==> config.mk <==
export PLATFORM = sky130hd
export DESIGN_NAME = gsc_ctrl
export DESIGN_NICKNAME = d
export VERILOG_FILES = /design/src/rtl/gsc_ctrl.sv
export SDC_FILE = /design/constraint.sdc
export NUM_CORES = 1
export LEC_CHECK = 0
export CORE_MARGIN = 1
export CORE_UTILIZATION = 50
export DETAILED_ROUTE_END_ITERATION = 16
export MAX_ROUTING_LAYER = met4
export PLACE_DENSITY = 0.79
export SYNTH_ARGS = -nofsm -noshare
export SYNTH_HDL_FRONTEND = slang
export SYNTH_SLANG_ARGS = --single-unit
==> constraint.sdc <==
create_clock -name clk -period 5 [get_ports clk]
set_input_delay 1 -clock clk [delete_from_list [all_inputs] [get_ports clk]]
set_output_delay 1 -clock clk [all_outputs]
set_load 0.03 [all_outputs]
==> src/rtl/gsc_ctrl.sv <==
// gsc_ctrl: debounced keys and timed auto-advance drive frame-synchronous background select and green-screen enable
module gsc_ctrl #(
    parameter logic [19:0] DEB_CYCLES  = 20'd500000,
    parameter logic [7:0]  AUTO_FRAMES = 8'd120
) (
    input  logic        clk,
    input  logic        rst,
    input  logic [12:0] row,
    input  logic [12:0] col,
    input  logic        key_next,
    input  logic        key_en,
    input  logic        auto_mode,
    output logic        gsc_en,
    output logic [3:0]  gs_bg_sel,
    output logic [1:0]  bg_idx,
    output logic        busy
);
    localparam logic [1:0] IDLE = 2'd0;
    localparam logic [1:0] PEND = 2'd1;
    localparam logic [1:0] LOAD = 2'd2;

    logic [1:0] keys;
    logic [1:0] press;
    assign keys = {key_en, key_next};

    genvar k;
    generate
        for (k = 0; k < 2; k++) begin : g_deb
            logic [19:0] cnt_q, cnt_d;
            logic        press_q, press_d;
            // count while held, saturate, and pulse once on the cycle the count reaches the threshold
            always_comb begin
                cnt_d   = !keys[k] ? '0 : (cnt_q == DEB_CYCLES ? cnt_q : cnt_q + 20'd1);
                press_d = keys[k] && (cnt_q == DEB_CYCLES - 20'd1);
            end
            // debounce state
            always_ff @(posedge clk) begin
                if (rst) begin
                    cnt_q   <= '0;
                    press_q <= 1'b0;
                end else begin
                    cnt_q   <= cnt_d;
                    press_q <= press_d;
                end
            end
            assign press[k] = press_q;
        end
    endgenerate

    logic       origin;
    logic       org_q, fs_q;
    logic [7:0] fc_q, fc_d;
    logic       auto_req;
    assign origin   = (row == '0) && (col == '0);
    assign auto_req = auto_mode && fs_q && (fc_q == AUTO_FRAMES - 8'd1);

    // frame counter wraps on the auto-advance frame and idles at zero when auto mode is off
    always_comb begin
        fc_d = !auto_mode ? 8'd0 : (!fs_q ? fc_q : (auto_req ? 8'd0 : fc_q + 8'd1));
    end

    // frame-start edge detect on the pixel origin, plus the frame counter
    always_ff @(posedge clk) begin
        if (rst) begin
            org_q <= 1'b0;
            fs_q  <= 1'b0;
            fc_q  <= '0;
        end else begin
            org_q <= origin;
            fs_q  <= origin && !org_q;
            fc_q  <= fc_d;
        end
    end

    logic [1:0] state_q, state_d;
    logic       adv_q, adv_d, tog_q, tog_d;
    logic [1:0] bg_q, bg_d;
    logic [3:0] sel_q, sel_d;
    logic       en_q, en_d, busy_q, busy_d;
    logic       ev_adv, ev_tog, adv_m, tog_m;
    assign ev_adv = press[0] || auto_req;
    assign ev_tog = press[1];
    assign adv_m  = adv_q || ev_adv;
    assign tog_m  = tog_q ^ ev_tog;

    // IDLE and LOAD both restart pending flags from fresh events; PEND merges them and commits on frame start
    always_comb begin
        state_d = state_q;
        adv_d   = adv_q;
        tog_d   = tog_q;
        bg_d    = bg_q;
        sel_d   = 4'b0000;
        en_d    = en_q;
        if (state_q == PEND) begin
            adv_d = adv_m;
            tog_d = tog_m;
            if (fs_q) begin
                state_d = LOAD;
                bg_d    = bg_q + {1'b0, adv_m};
                sel_d   = adv_m ? (4'b0001 << (bg_q + {1'b0, adv_m})) : 4'b0000;
                en_d    = en_q ^ tog_m;
                adv_d   = 1'b0;
                tog_d   = 1'b0;
            end
        end else begin
            state_d = (ev_adv || ev_tog) ? PEND : IDLE;
            adv_d   = ev_adv;
            tog_d   = ev_tog;
        end
        busy_d = state_d != IDLE;
    end

    // controller state and registered outputs
    always_ff @(posedge clk) begin
        if (rst) begin
            state_q <= IDLE;
            adv_q   <= 1'b0;
            tog_q   <= 1'b0;
            bg_q    <= '0;
            sel_q   <= '0;
            en_q    <= 1'b0;
            busy_q  <= 1'b0;
        end else begin
            state_q <= state_d;
            adv_q   <= adv_d;
            tog_q   <= tog_d;
            bg_q    <= bg_d;
            sel_q   <= sel_d;
            en_q    <= en_d;
            busy_q  <= busy_d;
        end
    end

    assign gsc_en    = en_q;
    assign gs_bg_sel = sel_q;
    assign bg_idx    = bg_q;
    assign busy      = busy_q;
endmodule
==> impl_results.md, run 1 <==
* Post-Route Utilization at 63.5%
* Clk pin slew, worst setup/hold paths at 60 ps
* Worst endpoint required time at 5230 ps
* Growth of design area from synthesis to finish at 20.7%
* # DRC at 0
* Actual transition at the worst max-transition pin at 856 ps
* Worst max-slew margin expressed relative to the limit at 42.4%
* Hold buffer count at cts at 0
* Post-synthesis sequential area ratio at 43.4%
* Die Span Y at 78.8 um
* Total negative slack at 0 ps
* Number of instances in the placed design at 447
* Number of buffers added on ports at 38
* Via/cell ratio at 5.53
* Final critical-path required period at 2550 ps
* Total setup violations reported at the end of the flow at 0
* Upper clock frequency limit at 0.392 GHz
* Worst slack at placement at 2090 ps
* Overall power after layout at 975 uW
* Proportion of synthesized flip-flops having asynchronous set or reset at 0%
* Post-synthesis cell type with the largest combined area: dfxtp_1
* Wire length of the first global-routing pass at 10100 um
* Final worst clock skew at 6.96 ps
* Antenna Nets Post-Route at 0
* DRT Pass-1 Iters at 4
* Static leakage at 1.14 nW
* Share of post-route cells with drive strength above 1 at 4.10%
* Slowest-stage cell, CP: clkdlybuf4s50_1
* Via count of the first global-routing pass at 2352
* Type of the setup path with the least slack: in -> reg
* # fillers at 489
* Total GRT Usage at 21.3%
* Largest fanout on the critical path at 20
* Count of non-filler cells in the finished layout at 462
* Library cells used by synthesis at 43
* Number of antenna violations at the first check in global routing at 0
* Post-CTS repair timing setup buffer count at 0
* Post-synthesis sequential element count at 64
* Routed vias at 2557
* Ranking of synthesized cells by instance count: 64 x dfxtp_1, 43 x nor2_1, 27 x nand2_1
* Status: complete, no violations
* Worst Setup Start Kind: primary input
* Maximum number of pins on one net before global-route repair at 22
* Number of warnings reported in the yosys synthesis log at 0
* Drt first-iter violations at 105
* Width of the die at 78.8 um
* Worst hold slack across all endpoints at 392 ps
* # clock sinks at 64
* Syn Nets at 385
* Number of placement rows at 27
* Mean instance size in the synthesized netlist at 8.48 um^2
* Boundary pin count at 39
* Clock buffers created by TritonCTS at 9
* Initial standard-cell utilization of the core at 52.6%
* CP arrival at 2780 ps
* Clock tree root buffer cell: clkbuf_8
* Total number of H-tree levels at 3
* Most common cell in the netlist: dfxtp_1
* Setup ws final at 2450 ps
* Gate family responsible for the most delay along the worst path: buffers and inverters
* Max-cap check violation count at 0
* Top flip-flop cell by instance count after synthesis: dfxtp_1
* Final Instance Area at 3560 um^2
* Die Area at 6210 um^2
* Largest voltage drop on the vdd net at 0.000190 V
* Placed instance area at 3370 um^2
* WP buf/inv at 1
* Category of the worst setup path capture point: flip-flop
* Gate count of the mapped netlist at 348
* Final nets at 423
* Final estimated routing congestion in global placement at 0.776
* Post-route fraction of the period consumed by the critical path at 51.1%
* Worst min-delay path class: reg -> reg
* Resize count post-CTS at 0
* GRT overflow at 0
* Unrepaired setup endpoints after global routing: false
* Fin. Hold Viols at 0
* CP Cell Sequence: clkdlybuf4s50_1 -> nand2b_1 -> nor2_1 -> a31o_2
* Detailed Route WL at 5740 um
* Routed wire length per instance at 12.4 um
* CORE AREA at 5610 um^2
* Clock network latency to the later pin of the worst-skew pair at 340 ps
* Cell area after synthesis at 2950 um^2
* Final HPWL DP at 4130 um
* Max Root-Sink Buffers at 2
* Total power divided by cell area at 274 nW/um^2
* Clock tree from TritonCTS: yes
* Slowest Stage Delay on Critical Path at 770 ps
* Synth area leaders: dfxtp_1 43%, nor2_1 5.5%, xor2_1 4.7%, xnor2_1 4.5%, nand2_1 3.4%
* Top-area cell type share of the netlist area at 43.4%
* Antenna fix cells at 0
* Max Slew Vio Count at 0
* Post-synth EDFFs at 0
-- path summary, 6_finish.rpt --
path | slack, ps | depth (start not counted) | end | from
setup / recovery | 2450 | 4 | g_deb[1].cnt_q[18]$_SDFFE_PP0P_ | rst
hold / removal | 390 | 1 | fs_q$_SDFF_PP0_ | org_q$_SDFF_PP0_
setup reg to reg | 2800 | 4 | g_deb[0].cnt_q[19]$_SDFFE_PP0P_ | g_deb[0].cnt_q[5]$_SDFFE_PP0P_
hold reg to reg | 390 | 1 | fs_q$_SDFF_PP0_ | org_q$_SDFF_PP0_
-- state kept, by name (all words and copies together) (netlist names) --
signal	flops
gs_bg_sel	4
bg_idx	2
g_deb.cnt_q	40
fc_q	8
ev_tog	1
org_q	1
g_deb.press_q	1
state_q	2
busy	1
adv_q	1
fs_q	1
gsc_en	1
tog_q	1
-- cells by family (layout without fill, tap and decap cells) --
kind of cell | count (synthesis) | after routing | share of synthesized area [%]
buffers and inverters | 21 | 63 | 2.88
and+or+nand+nor | 181 | 181 | 32.9
DFF | 64 | 64 | 43.4
AOI/OAI and AO/OA | 45 | 45 | 9.08
adders and majority gates | 6 | 6 | 2.54
xor gates and xnor gates | 31 | 31 | 9.20
-- placed cells by master (no fill, tap or decap), types with 13 or more instances in the layout --
| cell type | instances |
|---|---|
| nor2_1 | 43 |
| nor3_1 | 17 |
| clkdlybuf4s50_1 | 38 |
| nor4_1 | 14 |
| nand3_1 | 17 |
| xnor2_1 | 15 |
| nand2_1 | 27 |
| dfxtp_1 | 64 |
| nand4_1 | 13 |
| xor2_1 | 16 |
| a21oi_1 | 20 |
-- per-layer routing --
metal	GRT usage, %	vias to the layer above	wire [um]
li1	-	1331	-
met2	34.0	52	2690
met5	-	-	0
met1	25.4	1165	2690
met3	7.36	9	286
met4	6.55	0	70
-- final cells by class --
class | instances | area [um^2] | area share, %
sequential | 64 | 1280 | 36.0
multi-input combinational | 263 | 1580 | 44.5
tap | 72 | 90.1 | 2.53
timing repair buffer | 38 | 380 | 10.7
inverter | 10 | 37.5 | 1.05
clock buffer | 11 | 141 | 3.97
clock inverter | 4 | 45.0 | 1.27
-- report_power, final --
| group | internal, mW | switching, mW | total (mW) |
|---|---|---|---|
| registers | 0.511 | 0.00205 | 0.513 |
| clock network | 0.238 | 0.184 | 0.422 |
| logic | 0.0244 | 0.0151 | 0.0395 |
| total | 0.774 | 0.201 | 0.975 |
Power figures use the tool's default switching activity.
==> inputs of run 2 (changes only) <==
clock period = 2.6 ns   (was 5 ns; I/O delays follow)
==> impl_results.md, run 2 (synthesis gave the netlist of run 1 again) <==
* Beginning of the critical path: g_deb[0].cnt_q[5]$_SDFFE_PP0P_ (was rst)
* Type of the setup path with the least slack: reg -> reg (was in -> reg)
* Total negative slack at 0 ps (unchanged)
* Antenna Nets Post-Route at 0 (unchanged)
* # DRC at 0 (unchanged)
* CORE AREA at 5610 um^2 (unchanged)
* Category of the worst setup path capture point: flip-flop (unchanged)
* Min-Delay Path Depth at 1 (unchanged)
* CP Cell Sequence: nand4_1 -> or4_1 -> or4_1 -> a221oi_1 (was clkdlybuf4s50_1 -> nand2b_1 -> nor2_1 -> a31o_2)
* Worst max-slew margin expressed relative to the limit at 54.8% (was 42.4%)
* Number of antenna violations at the first check in global routing at 0 (unchanged)
* Min-delay src: org_q$_SDFF_PP0_ (unchanged)
* Max Root-Sink Buffers at 2 (unchanged)
* Final critical-path required period at 2180 ps
* Most common cell after layout, fill and taps aside: dfxtp_1 (unchanged)
* Via/cell ratio at 5.59 (was 5.53)
* Growth of design area from synthesis to finish at 21.6% (was 20.7%)
* Largest register by flop count: g_deb.cnt_q (unchanged)
* Unrepaired setup endpoints after global routing: false (unchanged)
* Clock tree from TritonCTS: yes (unchanged)
* GRT overflow at 0 (unchanged)
* Total setup violations reported at the end of the flow at 0 (unchanged)
* Total power divided by cell area at 523 nW/um^2 (was 274 nW/um^2)
* Final worst clock skew at 7.07 ps (was 6.96 ps)
* Reg-to-reg setup timing slack at 420 ps (was 2800 ps)
* Antenna fix cells at 0 (unchanged)
* Initial standard-cell utilization of the core at 52.6% (unchanged)
* Width of the die at 78.8 um (unchanged)
* Post-Route Utilization at 64.0% (was 63.5%)
* DRT Pass-1 Iters at 4 (unchanged)
* Max reg flops at 40 (unchanged)
* Hold buffer count at cts at 0 (unchanged)
* Worst min-delay path class: reg -> reg (unchanged)
* Total GRT Usage at 22.0% (was 21.3%)
* Worst Setup Start Kind: flip-flop (was primary input)
* Slowest-stage cell, CP: or4_1 (was clkdlybuf4s50_1)
* CP arrival at 2420 ps (was 2780 ps)
* Slowest Stage Delay on Critical Path at 700 ps (was 770 ps)
* Depth of the worst register-to-register path at 4 (unchanged)
* Routed wire length per instance at 13.1 um (was 12.4 um)
* Share of post-route cells with drive strength above 1 at 5.33% (was 4.10%)
* Total number of H-tree levels at 3 (unchanged)
* Final HPWL DP at 4450 um (was 4130 um)
* Clock network latency to the later pin of the worst-skew pair at 340 ps (about the same)
* Die Span Y at 78.8 um (unchanged)
* Die Area at 6210 um^2 (unchanged)
* Post-CTS repair timing setup buffer count at 0 (unchanged)
* # clock sinks at 64 (unchanged)
* Largest fanout on the critical path at 9 (was 20)
* Static leakage at 1.15 nW (was 1.14 nW)
* Largest voltage drop on the vdd net at 0.000330 V (was 0.000190 V)
* Actual transition at the worst max-transition pin at 661 ps (was 856 ps)
* Max Slew Vio Count at 0 (unchanged)
* Final nets at 427 (was 423)
* Hold-critical path endpoint: fs_q$_SDFF_PP0_ (unchanged)
* Via count of the first global-routing pass at 2400 (was 2352)
* Routed vias at 2606 (was 2557)
* Clock buffers created by TritonCTS at 9 (unchanged)
* Max-cap check violation count at 0 (unchanged)
* Fin. Hold Viols at 0 (unchanged)
* Wire length of the first global-routing pass at 10500 um (was 10100 um)
* Resize count post-CTS at 0 (unchanged)
* Most repeated library cell on the critical path: or4_1
* Status: complete, no violations (unchanged)
* Worst hold slack across all endpoints at 403 ps (was 392 ps)
* Maximum number of pins on one net before global-route repair at 15 (was 22)
* Final estimated routing congestion in global placement at 0.797 (was 0.776)
* Startpoint of the worst register-to-register path: g_deb[0].cnt_q[5]$_SDFFE_PP0P_ (unchanged)
* Number of buffers added on ports at 38 (unchanged)
* Drt first-iter violations at 170 (was 105)
* Worst endpoint required time at 2840 ps (was 5230 ps)
* Clk pin slew, worst setup/hold paths at 70 ps (was 60 ps)
* End of the worst register-to-register path: g_deb[0].cnt_q[19]$_SDFFE_PP0P_ (unchanged)
* Clock tree root buffer cell: clkbuf_8 (unchanged)
* Boundary pin count at 39 (unchanged)
* Post-route fraction of the period consumed by the critical path at 83.9%
* Top library cells by usage in the layout, fill and taps aside: 64 x dfxtp_1, 43 x nor2_1, 38 x clkdlybuf4s50_1, 27 x nand2_1, 20 x a21oi_1 (unchanged)
* Number of placement rows at 27 (unchanged)
* Upper clock frequency limit at 0.458 GHz
* Detailed Route WL at 6100 um (was 5740 um)
run 2: changes by cell type in the layout (fill, tap and decap cells not counted):
cell        delta
buf_4          +4
clkbuf_1       -1
clkbuf_8       -1
clkinv_4       +1
clkinvlp_4     +1
run 2: final cells by class:
class	count	area (um^2)
tap	72	90.1
sequential	64	1280
timing repair buffer	42	410
multi-input combinational	263	1580
inverter	10	37.5
clock buffer	9	124
fill	480	2020
clock inverter	6	61.3
run 2: worst max-delay path by stage:
stage / end / slack [ps] / cells after the start
floorplan: g_deb[0].cnt_q[19]$_SDFFE_PP0P_ / 630 / 6
global placement: gs_bg_sel[3]$_SDFF_PP0_ / 370 / 7
detailed placement: gs_bg_sel[3]$_SDFF_PP0_ / 320 / 7
CTS: g_deb[0].cnt_q[19]$_SDFFE_PP0P_ / 420 / 4
global route: g_deb[0].cnt_q[19]$_SDFFE_PP0P_ / 240 / 4
finish: g_deb[0].cnt_q[19]$_SDFFE_PP0P_ / 420 / 4
run 2: critical path: cells and delay by family (launching register included):
kind,cells,cell delay [ps]
and+or+nand+nor,3,1360
AOI/OAI and AO/OA,1,280
DFF,1,460
run 2: metal layers:
metal | part of all wire [%] | global-route usage, %
met1 | 47 | 25.6
met2 | 48 | 36.4
met3 | 4.1 | 6.32
met4 | 1.2 | 7.27
met5 | 0 | -
run 2: per-stage QoR:
stage | setup WS, ps | instance area [um^2] | std cells | power [mW]
3_3_place_gp | 369 | 3400 | 451 | 1.09
4_1_cts | 421 | 3590 | 466 | 1.89
6_report | 419 | 3590 | 466 | 1.88
3_5_place_dp | 318 | 3400 | 451 | 1.09
2_1_floorplan | 627 | 2950 | 348 | 1.03
5_1_grt | 244 | 3590 | 466 | 1.95
run 2: power by group:
group	leakage [nW]	switching [mW]	internal (mW)
clock	0.0948	0.374	0.433
combinational	0.542	0.0307	0.0499
sequential	0.516	0.00426	0.983
total	1.15	0.409	1.47
==> RTL change: new RTL, settings of run 1 <==
Add an input register stage for `col`, without a reset; this delays it by one clock. The other inputs are not delayed to match.
--- a/src/rtl/gsc_ctrl.sv
+++ b/src/rtl/gsc_ctrl.sv
@@ -18,6 +18,12 @@
     localparam logic [1:0] IDLE = 2'd0;
     localparam logic [1:0] PEND = 2'd1;
     localparam logic [1:0] LOAD = 2'd2;
+
+    logic [12:0] col_q;
+
+    always_ff @(posedge clk) begin
+        col_q <= col;
+    end
 
     logic [1:0] keys;
     logic [1:0] press;
@@ -51,7 +57,7 @@
     logic       org_q, fs_q;
     logic [7:0] fc_q, fc_d;
     logic       auto_req;
-    assign origin   = (row == '0) && (col == '0);
+    assign origin   = (row == '0) && (col_q == '0);
     assign auto_req = auto_mode && fs_q && (fc_q == AUTO_FRAMES - 8'd1);
 
     // frame counter wraps on the auto-advance frame and idles at zero when auto mode is off
Function: no difference found for any inputs over 10 cycles, from zero or initial values and one cycle with rst high; that may be too few to reach the edited logic, so the function may still have changed.
==> RTL change against run 1 <==
  * Setup slack got worse by 23 ps
  * Sequential share of layout area increased by 4.4 points
  * Total power up 17%
  * Combinational power shrank 2%
  * Non-clock buffer count did not move
  * Via count rose by 0.70%
  * Area after synthesis up 7.5%
  * Wire length is 4.4% higher
  * Sequential cell count increased by 13
  * Clock power rose by 14%
  * Design area up 7.1%
  * Critical path type unchanged
  * Register-to-register slack about the same
==> RTL change: results (changes against run 1) <==
Power
The power density over the cells is 299.9 nW/um2 (+9.5%). The peak supply drop is 0.2403 mV (+26%).

Routing
The routed via count divided by cell count is 5.490 (-0.80%). The number of DRC violations after detailed-routing iteration 0 is 146 (+39%). The routed length on met3 is 188 um (-34%). The first-pass detailed-route iteration total is 5 (+1). The detailed-route wire length came to 5.999 mm (+4.4%). The met1 wire length came to 2.847 mm (+5.8%).

Worst setup path
Broken down by cell family, the worst path's largest delay share belongs to simple AND/OR/NAND/NOR gates. The maximum net fanout on the critical path is 22 (+10%). The delay of the slowest critical-path stage came to 730 ps (-40 ps).

Clocking
The clock transition at the register clock pins on the worst setup and hold paths after CTS is 80 ps (+20 ps).

Global routing
The via count of the first global-routing pass is 2370 (+0.77%). The total routing resource utilization after global routing was 20.43% (-0.88 points). The wire length of the first global-routing pass was 10.03 mm (-1.2%).

The routing usage on met2 came to 34.17% (+0.17 points). The met3 usage in global routing is 6.111% (-1.2 points). The maximum number of pins on one net before global-route repair is 23 (+4.5%).

Timing
The max-slew headroom at the worst pin is 45.35% (+2.9 points). The clock skew after layout is 5.158 ps (-1.803 ps).

Die
The standard cell core area was 6026 um2 (+7.5%).

Layout
The sequential cell count of the final layout was 77 (+20%). The layout multi-input combinational cell count was 252 (-4.2%). The share of layout cells above drive strength 1 is 7.614% (+3.5 points). The net count reported at finish is 426 (+0.71%). The area share of buffers outside the clock network was 9.974% (-0.71 points).

The clock network area share is 5.381% (+0.14 points). The fill cell instance count of the final layout is 508 (+3.9%). The number of inverters outside the clock class in the layout came to 11 (+1). The fraction of area in multi-input gates was 40.68% (-3.8 points). The area growth from synthesis to layout is 20.19%.

Logic synthesis
The net count after synthesis is 387 (+0.52%). The fraction of synthesized cell area in xor and xnor cells is 7.729% (-1.5 points). After synthesis, the cell types taking the most area are dfxtp_1 49%, xor2_1 5.2%, nor2_1 4.5%. The adder and majority cell fraction of the synthesized area is 2.366% (-0.18 points). The number of distinct standard cells referenced by the synthesized netlist was 41 (-4.7%). By count the netlist is led by 77 x dfxtp_1, 38 x nor2_1, 24 x a21oi_1. The post-synthesis sequential area ratio is 48.58% (+5.2 points).

Placement
The worst setup timing slack at the placement stage came to 2043 ps (-44.95 ps). The count of placed standard cells including taps is 453 (+1.3%).

Outcome
The run finished with clean final reports.
## RTL change: changes by cell type in the layout (fill, tap and decap cells not counted), moves of 4 or more
cell     before  now
a21oi_1      20   24
dfxtp_1      64   77
nand2_1      27   19
nor2_1       43   38
o21ai_0      10   15
xnor2_1      15    9
## RTL change: cell families after synthesis
family / count (synthesis)
and+or+nand+nor: 167
DFF: 77
AOI/OAI and AO/OA: 50
xor gates and xnor gates: 28
buffers and inverters: 21
adders and majority gates: 6
muxes: 1
## RTL change: worst max path at each step
stage                     slack (ps)       from  cells past startpoint            endpoint
after detailed placement        2040        rst                      4  g_deb[0].cnt_q[11]
after CTS                       2430        rst                      4  g_deb[0].cnt_q[11]
final                           2420        rst                      4  g_deb[0].cnt_q[11]
after floorplan                 2930  auto_mode                      6        gs_bg_sel[3]
after global placement          2060        rst                      4  g_deb[0].cnt_q[11]
after global routing            2310        rst                      4  g_deb[0].cnt_q[11]
